==> config.mk <==
export PLATFORM = sky130hd
export DESIGN_NAME = ir_frame_sequencer
export DESIGN_NICKNAME = d
export VERILOG_FILES = /design/src/rtl/ir_pkg.sv /design/src/rtl/ir_pulse_timer.sv /design/src/rtl/ir_frame_sequencer.sv
export SDC_FILE = /design/constraint.sdc
export NUM_CORES = 1
export LEC_CHECK = 0
export BUFFER_PORTS_ARGS = -buffer_cell sky130_fd_sc_hd__buf_2
export CORE_MARGIN = 2
export CORE_UTILIZATION = 35
export DETAILED_ROUTE_END_ITERATION = 12
export GPL_TIMING_DRIVEN = 0
export PLACE_DENSITY_LB_ADDON = 0.05
export SYNTH_ARGS = -nofsm -noshare
export SYNTH_HDL_FRONTEND = slang
export SYNTH_SLANG_ARGS = --single-unit
==> constraint.sdc <==
create_clock -name clk -period 2.5 [get_ports clk]
set_input_delay 0.25 -clock clk [delete_from_list [all_inputs] [get_ports clk]]
set_output_delay 0.25 -clock clk [all_outputs]
set_load 0.05 [all_outputs]
==> src/rtl/ir_pkg.sv <==
// ir_pkg
// Shared definitions for the IR frame sequencer: FSM state encodings,
// abort-cause codes, the frame width and the command integrity check.
package ir_pkg;

  // Number of data bits in an NEC frame (addr, ~addr, cmd, ~cmd).
  localparam int FRAME_BITS = 32;
  localparam int IDX_W      = $clog2(FRAME_BITS);

  // FSM state encodings.
  typedef logic [2:0] state_t;
  localparam state_t ST_IDLE      = 3'd0;
  localparam state_t ST_LEAD_LOW  = 3'd1;
  localparam state_t ST_LEAD_HIGH = 3'd2;
  localparam state_t ST_BIT_LOW   = 3'd3;
  localparam state_t ST_BIT_HIGH  = 3'd4;
  localparam state_t ST_STOP      = 3'd5;
  localparam state_t ST_CHECK     = 3'd6;

  // Abort causes reported on err_code.
  localparam logic [1:0] ERR_TIMING    = 2'd1;
  localparam logic [1:0] ERR_TIMEOUT   = 2'd2;
  localparam logic [1:0] ERR_INTEGRITY = 2'd3;

  // The command byte must be the bitwise inverse of the inverted-command byte.
  // The address inverse byte is deliberately ignored so extended addresses pass.
  function automatic logic cmd_intact(input logic [FRAME_BITS-1:0] sr);
    return sr[23:16] == ~sr[31:24];
  endfunction

endpackage

==> src/rtl/ir_pulse_timer.sv <==
// ir_pulse_timer
// Measures the width of the current rx level in timing ticks.
// A free-running prescaler emits one tick every TICK_DIV clk cycles; the
// width counter advances on each tick, saturates at all-ones and is cleared
// whenever clr is high.
// Ports:
//   clk    in  clock
//   reset  in  synchronous active-high reset
//   clr    in  clear the width counter (edge seen or sequencer idle)
//   width  out current width in ticks
module ir_pulse_timer #(
  parameter int TICK_DIV = 50,
  parameter int CNT_W    = 14
) (
  input  logic             clk,
  input  logic             reset,
  input  logic             clr,
  output logic [CNT_W-1:0] width
);

  // A divider of 1 still needs a one-bit prescaler register; it then stays 0
  // and every cycle is a tick.
  localparam int PW = (TICK_DIV > 1) ? $clog2(TICK_DIV) : 1;
  localparam logic [PW-1:0] PRESC_LAST = PW'(TICK_DIV - 1);

  logic [PW-1:0]    presc_reg;
  logic [CNT_W-1:0] width_reg;
  logic             tick;

  assign tick  = (presc_reg == PRESC_LAST);
  assign width = width_reg;

  always_ff @(posedge clk) begin
    if (reset) begin
      presc_reg <= '0;
    end else if (tick) begin
      presc_reg <= '0;
    end else begin
      presc_reg <= presc_reg + 1'b1;
    end
  end

  always_ff @(posedge clk) begin
    if (reset || clr) begin
      width_reg <= '0;
    end else if (tick && (width_reg != {CNT_W{1'b1}})) begin
      width_reg <= width_reg + 1'b1;
    end
  end

endmodule

==> src/rtl/ir_frame_sequencer.sv <==
// ir_frame_sequencer
// Receives NEC-style IR frames on the demodulated active-low rx line,
// classifies each pulse width, assembles 32 bits LSB-first, checks the
// command/inverted-command pair and presents addr/cmd through a one-entry
// valid/ready output register. Repeat codes re-issue the last good frame.
// Ports:
//   clk, reset          clock and synchronous active-high reset
//   rx                  asynchronous IR input, idle high
//   cmd_ready           consumer ready
//   cmd_valid           output register holds an unconsumed result
//   cmd_data/addr_data  decoded command / address byte
//   cmd_repeat          result came from a repeat code
//   err_pulse/err_code  one-cycle abort strobe and its cause
//   drop_pulse          one-cycle strobe when a result is lost (register full)
//   busy                sequencer is not idle
module ir_frame_sequencer
  import ir_pkg::*;
#(
  parameter int TICK_DIV      = 50,
  parameter int CNT_W         = 14,
  parameter int LEAD_LOW_MIN  = 8000,
  parameter int LEAD_HIGH_MIN = 4000,
  parameter int REP_HIGH_MIN  = 2000,
  parameter int BIT_LOW_MAX   = 800,
  parameter int BIT_ONE_MIN   = 1100,
  parameter int TIMEOUT       = 12000
) (
  input  logic       clk,
  input  logic       reset,
  input  logic       rx,
  input  logic       cmd_ready,
  output logic       cmd_valid,
  output logic [7:0] cmd_data,
  output logic [7:0] addr_data,
  output logic       cmd_repeat,
  output logic       err_pulse,
  output logic [1:0] err_code,
  output logic       drop_pulse,
  output logic       busy
);

  localparam logic [CNT_W-1:0] LEAD_LOW_W  = CNT_W'(LEAD_LOW_MIN);
  localparam logic [CNT_W-1:0] LEAD_HIGH_W = CNT_W'(LEAD_HIGH_MIN);
  localparam logic [CNT_W-1:0] REP_HIGH_W  = CNT_W'(REP_HIGH_MIN);
  localparam logic [CNT_W-1:0] BIT_LOW_W   = CNT_W'(BIT_LOW_MAX);
  localparam logic [CNT_W-1:0] BIT_ONE_W   = CNT_W'(BIT_ONE_MIN);
  localparam logic [CNT_W-1:0] TIMEOUT_W   = CNT_W'(TIMEOUT);
  localparam logic [IDX_W-1:0] LAST_IDX    = IDX_W'(FRAME_BITS - 1);

  // Input synchronizer and edge strobes.
  logic rx_s1_reg, rx_s2_reg, rx_prev_reg;
  logic fall, rise;

  always_ff @(posedge clk) begin
    if (reset) begin
      rx_s1_reg   <= 1'b1;
      rx_s2_reg   <= 1'b1;
      rx_prev_reg <= 1'b1;
    end else begin
      rx_s1_reg   <= rx;
      rx_s2_reg   <= rx_s1_reg;
      rx_prev_reg <= rx_s2_reg;
    end
  end

  assign fall = rx_prev_reg & ~rx_s2_reg;
  assign rise = ~rx_prev_reg & rx_s2_reg;

  // Pulse timer: held clear while idle so the leader low is timed from its fall.
  state_t           state_reg, state_next;
  logic [CNT_W-1:0] width;
  logic             timer_clr;

  assign timer_clr = fall | rise | (state_reg == ST_IDLE);

  ir_pulse_timer #(
    .TICK_DIV (TICK_DIV),
    .CNT_W    (CNT_W)
  ) u_timer (
    .clk   (clk),
    .reset (reset),
    .clr   (timer_clr),
    .width (width)
  );

  // Sequencer.
  logic [FRAME_BITS-1:0] sr_reg, sr_next;
  logic [IDX_W-1:0]      bit_idx_reg, bit_idx_next;
  logic                  err_set;
  logic [1:0]            err_code_next;
  logic                  rep_req;
  logic                  frame_load;

  always_comb begin
    state_next    = state_reg;
    sr_next       = sr_reg;
    bit_idx_next  = bit_idx_reg;
    err_set       = 1'b0;
    err_code_next = ERR_TIMING;
    rep_req       = 1'b0;
    frame_load    = 1'b0;

    if ((state_reg != ST_IDLE) && (width == TIMEOUT_W)) begin
      err_set       = 1'b1;
      err_code_next = ERR_TIMEOUT;
      state_next    = ST_IDLE;
    end else begin
      case (state_reg)
        ST_IDLE: begin
          if (fall) state_next = ST_LEAD_LOW;
        end
        ST_LEAD_LOW: begin
          if (rise) begin
            if (width >= LEAD_LOW_W) begin
              state_next = ST_LEAD_HIGH;
            end else begin
              err_set    = 1'b1;
              state_next = ST_IDLE;
            end
          end
        end
        ST_LEAD_HIGH: begin
          if (fall) begin
            if (width >= LEAD_HIGH_W) begin
              state_next   = ST_BIT_LOW;
              bit_idx_next = '0;
              sr_next      = '0;
            end else if (width >= REP_HIGH_W) begin
              rep_req    = 1'b1;
              state_next = ST_IDLE;
            end else begin
              err_set    = 1'b1;
              state_next = ST_IDLE;
            end
          end
        end
        ST_BIT_LOW: begin
          if (rise) begin
            if (width <= BIT_LOW_W) begin
              state_next = ST_BIT_HIGH;
            end else begin
              err_set    = 1'b1;
              state_next = ST_IDLE;
            end
          end
        end
        ST_BIT_HIGH: begin
          if (fall) begin
            // Bits arrive LSB-first, so shift in from the top.
            sr_next      = {(width >= BIT_ONE_W), sr_reg[FRAME_BITS-1:1]};
            bit_idx_next = bit_idx_reg + 1'b1;
            state_next   = (bit_idx_reg == LAST_IDX) ? ST_STOP : ST_BIT_LOW;
          end
        end
        ST_STOP: begin
          if (rise) state_next = ST_CHECK;
        end
        ST_CHECK: begin
          if (cmd_intact(sr_reg)) begin
            frame_load = 1'b1;
          end else begin
            err_set       = 1'b1;
            err_code_next = ERR_INTEGRITY;
          end
          state_next = ST_IDLE;
        end
        default: state_next = ST_IDLE;
      endcase
    end
  end

  // Last accepted frame, replayed by repeat codes.
  logic       last_valid_reg;
  logic [7:0] last_addr_reg, last_cmd_reg;
  logic       rep_pend_reg;

  // Output register.
  logic       cmd_valid_reg, cmd_repeat_reg;
  logic [7:0] cmd_data_reg, addr_data_reg;
  logic       err_pulse_reg, drop_pulse_reg;
  logic [1:0] err_code_reg;

  logic       load, handshake;
  logic [7:0] load_addr, load_cmd;

  // A repeat is serviced one cycle after its fall strobe, from the stored frame.
  assign load      = frame_load | rep_pend_reg;
  assign load_addr = rep_pend_reg ? last_addr_reg : sr_reg[7:0];
  assign load_cmd  = rep_pend_reg ? last_cmd_reg  : sr_reg[23:16];
  assign handshake = cmd_valid_reg & cmd_ready;

  always_ff @(posedge clk) begin
    if (reset) begin
      state_reg      <= ST_IDLE;
      sr_reg         <= '0;
      bit_idx_reg    <= '0;
      rep_pend_reg   <= 1'b0;
      last_valid_reg <= 1'b0;
      last_addr_reg  <= '0;
      last_cmd_reg   <= '0;
      cmd_valid_reg  <= 1'b0;
      cmd_data_reg   <= '0;
      addr_data_reg  <= '0;
      cmd_repeat_reg <= 1'b0;
      err_pulse_reg  <= 1'b0;
      err_code_reg   <= '0;
      drop_pulse_reg <= 1'b0;
    end else begin
      state_reg      <= state_next;
      sr_reg         <= sr_next;
      bit_idx_reg    <= bit_idx_next;
      rep_pend_reg   <= rep_req & last_valid_reg;
      err_pulse_reg  <= err_set;
      err_code_reg   <= err_set ? err_code_next : 2'd0;
      drop_pulse_reg <= 1'b0;

      if (frame_load) begin
        last_valid_reg <= 1'b1;
        last_addr_reg  <= sr_reg[7:0];
        last_cmd_reg   <= sr_reg[23:16];
      end

      if (load) begin
        if (!cmd_valid_reg || handshake) begin
          cmd_valid_reg  <= 1'b1;
          cmd_data_reg   <= load_cmd;
          addr_data_reg  <= load_addr;
          cmd_repeat_reg <= rep_pend_reg;
        end else begin
          drop_pulse_reg <= 1'b1;
        end
      end else if (handshake) begin
        cmd_valid_reg <= 1'b0;
      end
    end
  end

  assign cmd_valid  = cmd_valid_reg;
  assign cmd_data   = cmd_data_reg;
  assign addr_data  = addr_data_reg;
  assign cmd_repeat = cmd_repeat_reg;
  assign err_pulse  = err_pulse_reg;
  assign err_code   = err_code_reg;
  assign drop_pulse = drop_pulse_reg;
  assign busy       = (state_reg != ST_IDLE);

endmodule
==> flow_summary.toml, run 1 <==
[outcome]
outcome = "completed"

[global_route]
global_route.overflow_total = 0
busiest_layer = "met2"
grt_use_met2 = 0.270
grt_pass1_wl_um = 20000
grt_antenna_before_repair = 0
grt_max_degree = 19
grt_use_total = 0.170
grt_pass1_vias = 3885
use_met1 = 0.229
use_met3 = 0.0418

[floorplan]
pin_count = 27
start_util = 0.356
die_h_um = 123
core_um2 = 13800
dieArea_um2 = 15000
die_w_um = 123
num_rows = 43

[synth]
post-synth-top-count-cell = "dfxtp_1"
ys_async_sr_fraction = 0
synthCells = 562
synth_seq_cells = 103
synth_top_family_by_area = "compound AO/OA/AOI/OAI gates"
synthXorXnorAreaFrac = 0.0462
synth_mux_area_frac = 0.00203
synth.avg_cell_area_um2 = 8.77
synth_fa_ha_area_frac = 0.0203
synth_top_cell_area_share = 0.418
syn_nets = 574
synthTopCellsByCount = "103 x dfxtp_1, 44 x nand2_1, 42 x nand3_1"
synth_compound_area_frac = 0.237
synthSimpleGateAreaFrac = 0.201
synth_top_flop_cell = "dfxtp_1"
yosys_warnings = 0
ys_seq_area_frac = 0.418
synth_area_leaders = "dfxtp_1 42%, a21oi_2 5.3%, nand3_1 4.3%"
synth_area_leader_cell = "dfxtp_1"
synth_edf_count = 0
ys_types = 54
netlist_area_um2 = 4930

[clocking]
clk_latency_ns = 0.35
cts_tree = "yes"
numCtsBuffers = 9
cts-root-buf = "clkbuf_16"
clock-sinks = 103
h-tree-depth = 3
clk_pin_slew_ns = 0.07
hold_buffers = 0
max-clock-path-buffers = 2

[route]
finalWirelength_um = 11800
first_pass_iters = 4
drc = 0
drt_iter0_markers = 271
via_per_inst = 5.16
detail_route.wl_per_cell_um = 15.1
vias = 4049
postRouteAntennaNets = 0

[cells_and_area]
area_delta_synth_final_pct = 13.5
register_area_um2 = 2060
layout-drive-gt1-share = 0.200
antennaDiodeCount = 0
largest_reg_flops = 32
multi_input_area_um2 = 2500
fillers = 1389
nNetsFinal = 612
finalInstanceArea_um2 = 5590

[critical_path]
startpoint_type = "flop"
crit_chain = "buf_2 -> nand2_1 -> or4_1 -> buf_2 -> o2111a_1 -> buf_2 -> o21ai_4 -> buf_6 -> a221oi_2"
crit_top_cell = "buf_2"
worstSetupStartpoint = "u_timer.width[6]"
crit_path_top_delay_cell = "or4_1"
required_ns = 2.70
cp.arrival_ns = 2.54
cp_max_fo = 10
slowest_delay_ns = 0.43
critPathKind = "flop to flop"
cp_top_family = "buffers and inverters"
critPathBufInv = 4
critPathCaptureType = "flop"
reg2reg_from = "u_timer.width[6]"

[power]
powerDensity_nw_per_um2 = 568
peakVddDrop_uv = 473
p_leak_nw = 1.86

[hold_path]
hold_class = "primary input to flop"
hp-start = "rx"

[timing]
fin_tns_setup_ns = 0
min_period_ns = 2.34
setup_violations = 0
fmax_mhz = 428
slew_violations = 0
fin_skew_ns = 0.00774
whs_ns = 0.0740
finalHoldViolCount = 0
fin_crit_sh = 0.935
tightest_slew_ns = 0.716
relSlewSlack = 0.523
rsz0062_at_grt = "no"

[place]
place_area_um2 = 5280
dp_hpwl_um = 8570
place.gp.congestion = 0.825
io_buffers = 26

[job]
cap_violations = 0
[per-layer routing]
| layer | wire, µm | vias to the layer above |
|---|---|---|
| met4 | 104 | 0 |
| li1 | - | 2061 |
| met1 | 5870 | 1897 |
| met2 | 5300 | 84 |
| met5 | 0 | - |
| met3 | 546 | 7 |
[final cells by class]
| type | instances | area share |
|---|---|---|
| Sequential cell | 103 | 0.369 |
| Buffer | 49 | 0.0486 |
| Clock inverter | 6 | 0.00962 |
| Tap cell | 180 | 0.0403 |
| Multi-Input combinational cell | 383 | 0.447 |
| Inverter | 27 | 0.0181 |
| Timing Repair Buffer | 27 | 0.0246 |
| Clock buffer | 10 | 0.0427 |
[placed cells by master (no fill, tap or decap), types with 2 or more instances in the layout]
cell type  count
buf_1          3
buf_2         37
clkbuf_2       2
o211a_1        2
a21oi_1       31
nor2_1        31
buf_6          8
ha_1           8
nor2b_1       21
nand3_1       42
clkbuf_1      22
buf_4          4
o31ai_1        2
xor2_1         5
nor4_1         9
dfxtp_1      103
clkbuf_16      9
o21ai_0       40
xnor2_1       21
a221oi_1       6
nand2_1       44
nand4_1        3
inv_8          2
or2_2          5
nand2b_1       4
nor3_1         9
a21oi_2       30
and3_1         6
nor4_2         2
inv_1         26
clkinv_4       3
or4_1          4
nand4b_1       5
a211oi_1      18
o211ai_1       4
a221oi_2      10
[final timing paths]
check                 endpoint  slack [ns]  cells past startpoint
setup / recovery  addr_data[6]        0.16                      9
hold / removal       rx_s1_reg        0.07                      2
setup reg to reg  addr_data[6]        0.16                      9
hold reg to reg      rx_s2_reg        0.41                      1
[timing repair]
| item | in CTS | in global routing |
|---|---|---|
| resized for setup | 0 | 5 |
| setup endpoints to repair | 31 | 43 |
| pin swaps | 1 | 0 |
| buffers inserted | 1 | 0 |
[metrics by stage]
stage	util	instances	setup slack [ns]	power [mW]
3_3_place_gp	0.382	768	-0.0346	1.83
4_1_cts	0.404	785	0.000548	3.24
2_1_floorplan	-	562	0.398	1.79
5_1_grt	0.404	785	0.00717	3.32
3_5_place_dp	0.382	768	-0.105	1.83
6_report	0.404	785	0.163	3.17
[cells by family (layout without fill, tap and decap cells)]
| logic type | Yosys count | count (layout) |
|---|---|---|
| adder cells (fa/ha/maj) | 8 | 8 |
| multiplexers | 1 | 1 |
| AND/OR/NAND/NOR | 191 | 191 |
| flip-flops | 103 | 103 |
| buffers and inverters | 76 | 119 |
| XOR/XNOR | 26 | 26 |
| AO/OA/AOI/OAI | 157 | 157 |
[power breakdown]
part | leakage [nW] | switching, mW | internal (mW)
Combinational | 0.886 | 0.101 | 0.0401
Sequential | 0.831 | 0.00591 | 1.65
Clock | 0.146 | 0.659 | 0.721
Total | 1.86 | 0.766 | 2.41
No activity file was read; power rests on OpenSTA's default activity.
==> run 2, diff against run 1 <==
--- a/config.mk
+++ b/config.mk
@@ -7,7 +7,7 @@
 export LEC_CHECK = 0
 export BUFFER_PORTS_ARGS = -buffer_cell sky130_fd_sc_hd__buf_2
 export CORE_MARGIN = 2
-export CORE_UTILIZATION = 35
+export CORE_UTILIZATION = 41
 export DETAILED_ROUTE_END_ITERATION = 12
 export GPL_TIMING_DRIVEN = 0
 export PLACE_DENSITY_LB_ADDON = 0.05
==> run 2 against run 1 <==
Net effect: sequential cell count did not move; die area fell by 14%; via count fell by 0.20%; largest cell class unchanged.
==> flow_summary.toml, run 2 (same netlist as run 1, synthesis figures left out) <==
[floorplan]
dieArea_um2 = 12900
num_rows = 40
die_h_um = 114
start_util = 0.415
die_w_um = 114
core_um2 = 11900
pin_count = 27

[critical_path]
cp.arrival_ns = 2.54
critPathCaptureType = "flop"
reg2reg_from = "u_timer.width[11]"
ff2ff_setup_slack_ns = 0.16
reg2reg_depth = 8
crit_top_cell = "buf_2"
required_ns = 2.69
critPathKind = "flop to flop"
startpoint_type = "flop"
crit_chain = "nand2_1 -> or4_1 -> buf_2 -> o2111a_1 -> buf_2 -> o21ai_4 -> buf_6 -> a221oi_2"
rr_endpoint = "addr_data[4]"
crit_path_top_delay_cell = "or4_1"
slowest_delay_ns = 0.49
cp_max_fo = 10

[power]
p_clk_frac = 0.424
pwr-share-comb = 0.045
powerDensity_nw_per_um2 = 563
peakVddDrop_uv = 247
seqPwrFrac = 0.531
p_leak_nw = 1.85
p_sw_frac = 0.226
p_sw_mw = 0.705
intPower_mw = 2.41

[place]
dp_slack_ns = -0.00600
place.gp.congestion = 0.788
io_buffers = 26
dp_hpwl_um = 8350

[route]
first_pass_iters = 4
vias = 4041
via_per_inst = 5.38
finalWirelength_um = 11500
detail_route.wl_per_cell_um = 15.3
drt_iter0_markers = 180
drc = 0
postRouteAntennaNets = 0

[clocking]
max-clock-path-buffers = 2
clock-sinks = 103
hold_buffers = 0
clk_latency_ns = 0.35
numCtsBuffers = 9
cts_tree = "yes"
clk_pin_slew_ns = 0.07
cts-root-buf = "clkbuf_16"
h-tree-depth = 3

[hold_path]
hold_class = "primary input to flop"
whs_endpoint = "rx_s1_reg"
hp-start = "rx"
holdPathStages = 2

[global_route]
grt_pass1_wl_um = 19400
grt_pass1_vias = 3824
grt_use_total = 0.187
global_route.overflow_total = 0
grt_max_degree = 16
grt_antenna_before_repair = 0

[cells_and_area]
final_common_cell = "dfxtp_1"
area_delta_synth_final_pct = 12.2
antennaDiodeCount = 0
register_area_um2 = 2060
layout-drive-gt1-share = 0.194
multi_input_area_um2 = 2500
final_cell_mix = "103 x dfxtp_1, 44 x nand2_1, 42 x nand3_1"
fillers = 1180
largest_reg_flops = 32
nNetsFinal = 612

[timing]
fmax_mhz = 427
slew_violations = 0
min_period_ns = 2.34
tightest_slew_ns = 0.716
fin_tns_setup_ns = 0
rsz0062_at_grt = "no"
setup_violations = 0
fin_skew_ns = 0.00710
relSlewSlack = 0.522
worst_slack_ns = 0.156
finalHoldViolCount = 0
fin_crit_sh = 0.938

[outcome]
outcome = "completed"

[job]
cap_violations = 0
run 2: changes by cell type in the layout (fill, tap and decap cells not counted):
| cell | change |
|---|---|
| clkbuf_1 | +3 |
| clkbuf_2 | -2 |
| clkbuf_8 | +1 |
| clkinv_2 | +1 |
| clkinv_4 | -2 |
| inv_8 | -2 |
run 2: cell type report:
cell class                      count  share of cell area
Sequential cell                   103               0.373
Multi-Input combinational cell    383               0.452
Inverter                           27              0.0183
Timing Repair Buffer               27              0.0249
Buffer                             49              0.0486
Tap cell                          147              0.0333
Clock inverter                      3             0.00339
Clock buffer                       12              0.0464
run 2: worst max-delay path: cells and delay by family, from the launching register on:
kind	cells	cell delay (ns)
simple gates	2	0.59
buf+inv	3	0.59
compound gates	3	0.56
flops	1	0.45
run 2: power by group through the flow:
stage                     combinational, mW  sequential [mW]  clock, mW
after floorplan                       0.100             1.69          0
after global placement                0.139             1.69          0
after detailed placement              0.140             1.69          0
after CTS                             0.141             1.65       1.36
after global routing                  0.156             1.65       1.43
final                                 0.140             1.65       1.32
run 2: timing repair:
action,in CTS,in global routing
pin swaps,1,0
resized for setup,0,1
setup endpoints to repair,12,41
buffers inserted,1,0
run 2: how the worst max path moves through the flow:
stage,from,endpoint,slack (ns),cells after the start
4_1_cts,u_timer.width[5],addr_data[4],0.03,8
6_report,u_timer.width[11],addr_data[4],0.16,8
3_3_place_gp,u_timer.width[5],sr_reg[15],0.007,7
3_5_place_dp,u_timer.width[5],sr_reg[13],-0.006,7
2_1_floorplan,state_reg[0],bit_idx_reg[3],0.40,7
5_1_grt,u_timer.width[6],addr_data[4],0.01,9
run 2: per-layer routing:
layer	routed length, µm	GRT usage	vias up
met3	462	0.0329	12
met2	5240	0.295	65
li1	-	-	2058
met4	171	0.0675	0
met1	5640	0.259	1906
met5	0	0	-
run 2: per-stage QoR:
| stage | instances | instance area [µm²] | util | hold WS, ns | total power [mW] |
|---|---|---|---|---|---|
| global placement | 735 | 5240 | 0.442 | 0.398 | 1.83 |
| global route | 751 | 5530 | 0.466 | 0.0819 | 3.24 |
| detailed placement | 735 | 5240 | 0.442 | 0.408 | 1.83 |
| finish | 751 | 5530 | 0.466 | 0.0896 | 3.12 |
| floorplan | 562 | 4930 | - | 0.354 | 1.79 |
| CTS | 751 | 5520 | 0.466 | 0.0790 | 3.16 |
==> run 3, diff against run 2 <==
==> constraint.sdc (replaced) <==
create_clock -name clk -period 2.5 [get_ports clk]
set_input_delay 0 -clock clk [delete_from_list [all_inputs] [get_ports clk]]
set_output_delay 0 -clock clk [all_outputs]
set_load 0.05 [all_outputs]
==> run 3 against run 2 <==
Net effect: register-to-register slack is essentially flat; final cell count grew 0.13%; sequential power is essentially flat; combinational power is essentially flat; sequential cell count is the same; largest power group unchanged.
==> flow_summary.toml, run 3 (same netlist as run 1, synthesis figures left out) <==
[outcome]
outcome = "completed"

[cells_and_area]
fillers = 1178
area_delta_synth_final_pct = 12.4
nNetsFinal = 613
largest_reg_flops = 32
antennaDiodeCount = 0
final_common_cell = "dfxtp_1"
layout-drive-gt1-share = 0.193
register_area_um2 = 2060
final_cell_mix = "103 x dfxtp_1, 44 x nand2_1, 42 x nand3_1"
multi_input_area_um2 = 2500
fin_util = 0.467

[critical_path]
critPathCaptureType = "flop"
cp_max_fo = 10
slowest_delay_ns = 0.49
startpoint_type = "flop"
critPathBufInv = 3
crit_path_top_delay_cell = "or4_1"
required_ns = 2.69
crit_top_cell = "buf_2"
cp_top_family = "simple AND/OR/NAND/NOR gates"
critPathKind = "flop to flop"
worstSetupStartpoint = "u_timer.width[11]"
crit_chain = "nand2_1 -> or4_1 -> buf_2 -> o2111a_1 -> buf_2 -> o21ai_4 -> buf_6 -> a221oi_2"
cp.arrival_ns = 2.53
reg2reg_from = "u_timer.width[11]"

[power]
p_clk_frac = 0.424
pwr-share-comb = 0.045
peakVddDrop_uv = 247
p_sw_mw = 0.704
seqPwrFrac = 0.531
p_sw_frac = 0.226
p_leak_nw = 1.85
powerDensity_nw_per_um2 = 562
intPower_mw = 2.41

[global_route]
grt_max_degree = 16
use_met1 = 0.259
use_met3 = 0.0329
grt_use_total = 0.188
busiest_layer = "met2"
grt_pass1_vias = 3830
grt_use_met2 = 0.295
global_route.overflow_total = 0
grt_antenna_before_repair = 0
grt_pass1_wl_um = 19400

[place]
dp_slack_ns = -0.00600
place.gp.congestion = 0.788
dp_hpwl_um = 8350
io_buffers = 26

[floorplan]
die_w_um = 114
num_rows = 40
start_util = 0.415
die_h_um = 114
dieArea_um2 = 12900
pin_count = 27
core_um2 = 11900

[route]
postRouteAntennaNets = 0
via_per_inst = 5.36
finalWirelength_um = 11600
drc = 0
detail_route.wl_per_cell_um = 15.4
first_pass_iters = 4
drt_iter0_markers = 185
vias = 4029

[hold_path]
hold_class = "primary input to flop"
hp-start = "reset"

[timing]
relSlewSlack = 0.522
fin_skew_ns = 0.00838
tightest_slew_ns = 0.716
setup_violations = 0
fmax_mhz = 428
min_period_ns = 2.33
slew_violations = 0
finalHoldViolCount = 0
rsz0062_at_grt = "no"
worst_slack_ns = 0.166
fin_crit_sh = 0.934

[clocking]
numCtsBuffers = 9
clock-sinks = 103
clk_latency_ns = 0.35
h-tree-depth = 3
cts-root-buf = "clkbuf_16"
max-clock-path-buffers = 2
cts_tree = "yes"
clk_pin_slew_ns = 0.07

[job]
cap_violations = 0
run 3: repair_timing:
| action | CTS | global route |
|---|---|---|
| pin swaps | 1 | 0 |
| hold buffers | 1 | 0 |
| gates cloned | 0 | 0 |
| endpoints found under the hold margin | 1 | 0 |
| gates resized for setup | 0 | 1 |
| setup buffers | 1 | 0 |
| setup endpoints to repair | 12 | 41 |
run 3: stage by stage:
stage | cell area [µm²] | power, mW | hold slack, ns | TNS [ns] | std cells
6_report | 5540 | 3.12 | 0.0651 | 0 | 752
5_1_grt | 5540 | 3.24 | 0.0915 | 0 | 752
4_1_cts | 5530 | 3.16 | 0.0541 | 0 | 752
3_3_place_gp | 5240 | 1.83 | 0.185 | 0 | 735
3_5_place_dp | 5240 | 1.83 | 0.195 | -0.00600 | 735
2_1_floorplan | 4930 | 1.79 | 0.104 | 0 | 562
run 3: per-layer routing:
layer,share of wire,vias to the layer above
met5,0,-
met4,0.015,0
met3,0.031,12
met2,0.45,59
met1,0.50,1898
li1,-,2060
run 3: cell type report:
cell class,instances,area share
Timing Repair Buffer,28,0.0266
Clock buffer,12,0.0463
Tap cell,147,0.0332
Sequential cell,103,0.372
Buffer,49,0.0486
Multi-Input combinational cell,383,0.451
Inverter,27,0.0183
Clock inverter,3,0.00339
run 3: worst min-delay path, stage by stage:
cell	delay (ns)
buf_2	0.10
nand3b_1	0.21
a21oi_1	0.06
run 3: worst paths after layout:
| path | slack, ns | endpoint | depth (start not counted) |
|---|---|---|---|
| max | 0.17 | addr_data[4] | 8 |
| min | 0.07 | u_timer.width[1] | 3 |
| max reg2reg | 0.17 | addr_data[4] | 8 |
| min reg2reg | 0.42 | rx_s2_reg | 1 |
run 3: power groups by stage:
stage	combinational, mW	sequential (mW)	clock, mW
floorplan	0.100	1.69	0
global placement	0.139	1.69	0
detailed placement	0.140	1.69	0
CTS	0.143	1.65	1.36
global route	0.157	1.65	1.43
finish	0.142	1.65	1.32
